==> src/rtl/ysyx_24090012_ifu.sv <==
// Instruction fetch unit: single-outstanding fetch FSM (REQ/WAIT/HOLD/FLUSH) with redirect handling.
// Optional perf counters (fetch_cnt, flush_cnt) enabled by YSYX_24090012_IFU_PERF_EN.
module ysyx_24090012_ifu #(
  parameter logic [31:0] RESET_PC = 32'h8000_0000
) (
  input  logic        clock,
  input  logic        reset_n,
  output logic        imem_req_valid,
  input  logic        imem_req_ready,
  output logic [31:0] imem_req_addr,
  input  logic        imem_rsp_valid,
  input  logic [31:0] imem_rsp_data,
  input  logic        imem_rsp_err,
  output logic        out_valid,
  input  logic        out_ready,
  output logic [31:0] out_inst,
  output logic [31:0] out_pc,
  output logic        out_fault,
  input  logic        redirect_valid,
  input  logic [31:0] redirect_pc
`ifdef YSYX_24090012_IFU_PERF_EN
  ,
  output logic [63:0] fetch_cnt,
  output logic [31:0] flush_cnt
`endif
);

  typedef enum logic [1:0] {S_REQ, S_WAIT, S_HOLD, S_FLUSH} state_e;

  localparam logic [31:0] NOP = 32'h0000_0013;

  state_e      state_q;
  logic [31:0] pc_q;
  logic        req_valid_q;
  logic        out_valid_q;
  logic [31:0] out_inst_q;
  logic [31:0] out_pc_q;
  logic        out_fault_q;
  logic [31:0] rdr_pc;

  assign rdr_pc         = {redirect_pc[31:2], 2'b00};
  assign imem_req_valid = req_valid_q;
  assign imem_req_addr  = pc_q;
  assign out_valid      = out_valid_q;
  assign out_inst       = out_inst_q;
  assign out_pc         = out_pc_q;
  assign out_fault      = out_fault_q;

  always_ff @(posedge clock or negedge reset_n) begin
    if (!reset_n) begin
      state_q     <= S_REQ;
      pc_q        <= {RESET_PC[31:2], 2'b00};
      req_valid_q <= 1'b0;
      out_valid_q <= 1'b0;
      out_inst_q  <= 32'h0;
      out_pc_q    <= 32'h0;
      out_fault_q <= 1'b0;
    end else begin
      case (state_q)
        S_REQ: begin
          // An accepted request must still be drained even if the target changed.
          if (req_valid_q && imem_req_ready) begin
            req_valid_q <= 1'b0;
            state_q     <= redirect_valid ? S_FLUSH : S_WAIT;
          end else begin
            req_valid_q <= 1'b1;
          end
          if (redirect_valid) pc_q <= rdr_pc;
        end
        S_WAIT: begin
          if (redirect_valid) begin
            pc_q <= rdr_pc;
            if (imem_rsp_valid) begin
              state_q     <= S_REQ;
              req_valid_q <= 1'b1;
            end else begin
              state_q <= S_FLUSH;
            end
          end else if (imem_rsp_valid) begin
            out_valid_q <= 1'b1;
            out_inst_q  <= imem_rsp_err ? NOP : imem_rsp_data;
            out_pc_q    <= pc_q;
            out_fault_q <= imem_rsp_err;
            state_q     <= S_HOLD;
          end
        end
        S_HOLD: begin
          if (redirect_valid || out_ready) begin
            pc_q        <= redirect_valid ? rdr_pc : pc_q + 32'd4;
            out_valid_q <= 1'b0;
            req_valid_q <= 1'b1;
            state_q     <= S_REQ;
          end
        end
        S_FLUSH: begin
          if (redirect_valid) pc_q <= rdr_pc;
          if (imem_rsp_valid) begin
            req_valid_q <= 1'b1;
            state_q     <= S_REQ;
          end
        end
        default: state_q <= S_REQ;
      endcase
    end
  end

`ifdef YSYX_24090012_IFU_PERF_EN
  logic [63:0] fetch_cnt_q;
  logic [31:0] flush_cnt_q;
  logic        hs;
  logic        disc;

  assign hs        = out_valid_q && out_ready;
  assign disc      = imem_rsp_valid &&
                     ((state_q == S_WAIT && redirect_valid) || state_q == S_FLUSH);
  assign fetch_cnt = fetch_cnt_q;
  assign flush_cnt = flush_cnt_q;

  always_ff @(posedge clock or negedge reset_n) begin
    if (!reset_n) begin
      fetch_cnt_q <= 64'h0;
      flush_cnt_q <= 32'h0;
    end else begin
      if (hs)   fetch_cnt_q <= fetch_cnt_q + 64'd1;
      if (disc) flush_cnt_q <= flush_cnt_q + 32'd1;
    end
  end
`endif

endmodule

==> config.mk <==
export PLATFORM = sky130hd
export DESIGN_NAME = ysyx_24090012_ifu
export DESIGN_NICKNAME = d
export VERILOG_FILES = /design/src/rtl/ysyx_24090012_ifu.sv
export SDC_FILE = /design/constraint.sdc
export NUM_CORES = 1
export LEC_CHECK = 0
export ABC_CLOCK_PERIOD_IN_PS = 6100
export CORE_MARGIN = 8
export CORE_UTILIZATION = 48
export CTS_BUF_LIST = sky130_fd_sc_hd__clkbuf_16
export DETAILED_ROUTE_END_ITERATION = 12
export HOLD_SLACK_MARGIN = 0.1
export PLACE_DENSITY = 0.93
export SKIP_CTS_REPAIR_TIMING = 1
export SYNTH_ARGS = -nofsm -noshare
export SYNTH_HDL_FRONTEND = slang
export SYNTH_SLANG_ARGS = --single-unit
==> constraint.sdc <==
create_clock -name clock -period 6.1 [get_ports clock]
set_clock_uncertainty 0.15 [all_clocks]
set_input_delay 0.915 -clock clock [delete_from_list [all_inputs] [get_ports clock]]
set_output_delay 0.915 -clock clock [all_outputs]
set_load 0.02 [all_outputs]
==> key figures <==
Run status
  • Status: finished clean

Synth
  • Number of synthesized flops with an enable pin: 0
  • Sequential share of the synthesized area: 53.54%
  • Count of state elements after synthesis: 97
  • Most common cell in the netlist: nand2_1
  • Largest cells by area after synthesis: dfrtp_1 (53%), nand2_1 (14%), nand3b_1 (5.1%), o21ai_0 (2.9%), clkbuf_1 (2.2%)
  • Area share of the largest cell type after synthesis: 52.97%
  • Synth Area per Inst: 8.964 sq um
  • Asr flop ratio synth: 100.0%
  • Most used DFF post-synth: dfrtp_1
  • Synth area leader: dfrtp_1
  • Yosys warning count: 0
  • Unique cell type count in the Yosys netlist: 47
  • Cell Area, Synth: 0.004536 sq mm
  • Top cells by count, synth: nand2_1 (174), dfrtp_1 (96), nand3b_1 (31), clkbuf_1 (26), o21ai_0 (26)
  • Mapped Cells: between 500 and 600

Clocking
  • Root Driver: clkbuf_16
  • CTS tree: yes
  • Clk slew on worst S/H paths: 70 ps
  • Cts bufs inserted: 9
  • H-tree Lvls: 3
  • Clk buf depth: 2
  • Clk_lat worst skew: 330 ps
  • Num Clock Sinks: 97

Setup path
  • CP peak stage delay: 670 ps
  • Cells along the critical path: clkdlybuf4s50_1 -> and3b_2 -> nand4_1 -> or4_1 -> a31oi_1
  • Worst Reg2Reg Path Length in Cells: 5
  • Crit. End Element: flop
  • Setup slack, reg-to-reg: 3570 ps
  • Startpoint Class: input port
  • Reg2reg end: imem_req_addr[26]
  • Crit path from: out_ready
  • Critical-path top delay cell: or4_1
  • WP data arrival: 3260 ps
  • RR Startpoint: imem_req_addr[2]
  • Crit path kind: in -> reg
  • Critical path required time: 6190 ps
  • Worst-path fanout max: 16
  • Critical Path End: imem_req_addr[26]

Placement
  • Gpl congestion: 0.8355
  • Dpl ws: between 2000 and 3000 ps
  • Dpl hpwl: 10.19 mm
  • Placed insts: 754
  • I/O Buffers: 163

STA
  • Fin worst setup slack: 2936 ps
  • Hold Violations, Final: 0
  • Unrepaired setup endpoints after global routing: false
  • Max Fclk: 0.3161 GHz
  • Crit path time final: 3164 ps
  • Max-slew violations: 0
  • Crit share post-route: 51.87%
  • Relative slew slack: a little over a fifth
  • Setup violations, final: 0
  • Slew @ Worst Pin: about 1200 ps
  • Setup TNS: 0 ps
  • Hold slack: ~320 ps

Min path
  • HP Class: reg -> reg

Global routing
  • Gr usage total: 21.71%
  • GRT overflow: 0
  • Number of global-route vias before repair: 4327
  • First-pass GRT wire length: 22.38 mm
  • Initial antenna violation count: 0
  • Largest net degree at the start of global routing: between 60 and 70

Power
  • Reg power frac: 38.1%
  • Power Dens Cells: 418.2 mW/mm^2
  • Combinational share of power: 42.7%
  • Clock Power Share: 19.2%
  • Internal cell power: between 0.0015 and 0.002 W
  • Peak VDD IR: 0.2149 mV
  • P_sw: 0.001028 W
  • LEAKAGE: 2.849 nW
  • Sw Ratio: a little under two fifths

Route
  • Routed Antenna Nets: 0
  • Vias per cell: 5.535
  • DRC viols: 0
  • Routed WL: 13.98 mm
  • Avg WL per Cell: 18.16 um
  • Vias: 4262
  • 1st-iter DRT viols: between 400 and 500
  • Drt pass-1 iters: 5

Floorplanning
  • Core ar.: roughly 0.009 sq mm
  • I/O pin count: 170
  • Die area: 0.01282 sq mm
  • # rows: 35
  • Starting Density: 49.32%
  • Die width: 113.2 um
  • Die height: 113.2 um

Final layout
  • Final Net Count: 726
  • Sequential Area: between 0.002 and 0.0025 sq mm
  • Fraction of layout cells with a size suffix above 1: 3.945%
  • Post-route insts no fill: 770
  • ANT cells: 0
  • Fillers: approximately 690
  • Multi-input logic area: 0.001944 sq mm
  • Syn-to-layout area delta: 42.79%

Job
  • Max Cap Viol: 0
==> worst min-delay path by stage <==
stage,start,to,depth (start not counted)
3_3_place_gp,out_inst[21],out_inst[21],2
4_1_cts,out_inst[16],out_inst[16],2
5_1_grt,out_inst[14],out_inst[14],2
3_5_place_dp,out_inst[31],out_inst[31],2
6_report,out_inst[28],out_inst[28],2
2_1_floorplan,imem_req_addr[31],out_pc[31],2
==> area by class of cell <==
cell class / instances / area share [%]
sequential: 97 / 37.50
multi-input combinational: 371 / 30.02
timing repair buffer: 168 / 25.73
clock buffer: 9 / 3.478
tap: 111 / 2.145
clock inverter: 7 / 0.7148
inverter: 7 / 0.4057
==> cells in the final DEF (no fill, tap or decap), types with 3 or more instances in the layout <==
| cell | instances |
|---|---|
| o31ai_1 | 8 |
| buf_4 | 6 |
| dfrtp_1 | 96 |
| inv_1 | 6 |
| nor4_1 | 8 |
| or4_1 | 8 |
| o21ai_0 | 26 |
| conb_1 | 4 |
| clkdlybuf4s50_1 | 162 |
| and3_1 | 4 |
| clkbuf_16 | 9 |
| nor3_1 | 3 |
| nand2_1 | 174 |
| clkinv_1 | 3 |
| nand4_1 | 10 |
| nand3b_1 | 31 |
| nor2_1 | 20 |
| and4_1 | 3 |
| nand3_1 | 10 |
| or3_1 | 6 |
| a31oi_1 | 14 |
| xnor2_1 | 8 |
| a21oi_1 | 3 |
==> power groups by stage <==
stage / combinational, W / sequential [W] / clock (W)
2_1_floorplan: 0.000290 / 0.00129 / 0
3_3_place_gp: 0.00113 / 0.00103 / 0
3_5_place_dp: 0.00117 / 0.00104 / 0
4_1_cts: 0.00117 / 0.00103 / 0.000530
5_1_grt: 0.00124 / 0.00106 / 0.000557
6_report: 0.00116 / 0.00103 / 0.000520
==> registers in the layout, summed over array words and instances (netlist names) <==
| name | flops |
|---|---|
| out_pc | 30 |
| imem_req_valid | 1 |
| imem_req_addr | 30 |
| out_inst | 32 |
| state_q | 2 |
| out_valid | 1 |
| out_fault | 1 |
==> stage by stage <==
step	total power, W	cell area (sq um)	utilization, %
after floorplan	0.001578	4547	-
after global routing	0.002858	6476	70.42
after global placement	0.002159	6205	67.47
after detailed placement	0.002211	6205	67.47
final	0.002709	6476	70.42
after CTS	0.002732	6476	70.42
==> per-layer routing <==
layer / vias to the layer above / wire [um] / global-route usage, %
li1: 2018 / - / -
met1: 2032 / 5924 / 26.85
met2: 196 / 6908 / 36.59
met3: 16 / 956 / 5.218
met4: 0 / 191 / 6.838
met5: - / 0 / 0
==> critical path: cells and delay by family <==
kind / cells / cell delay [ps]
buffers and inverters: 1 / 620
and+or+nand+nor: 3 / 1510
AOI/OAI and AO/OA: 1 / 210
==> kinds of logic after synthesis <==
family	synth area share [%]
buf+inv	4.110
simple gates	31.26
flops	53.54
compound gates	8.579
fa+ha+maj	0.2758
mux	0.2207
xor+xnor	1.931
other cells	0.08268
(Power assumes the default switching activity.)
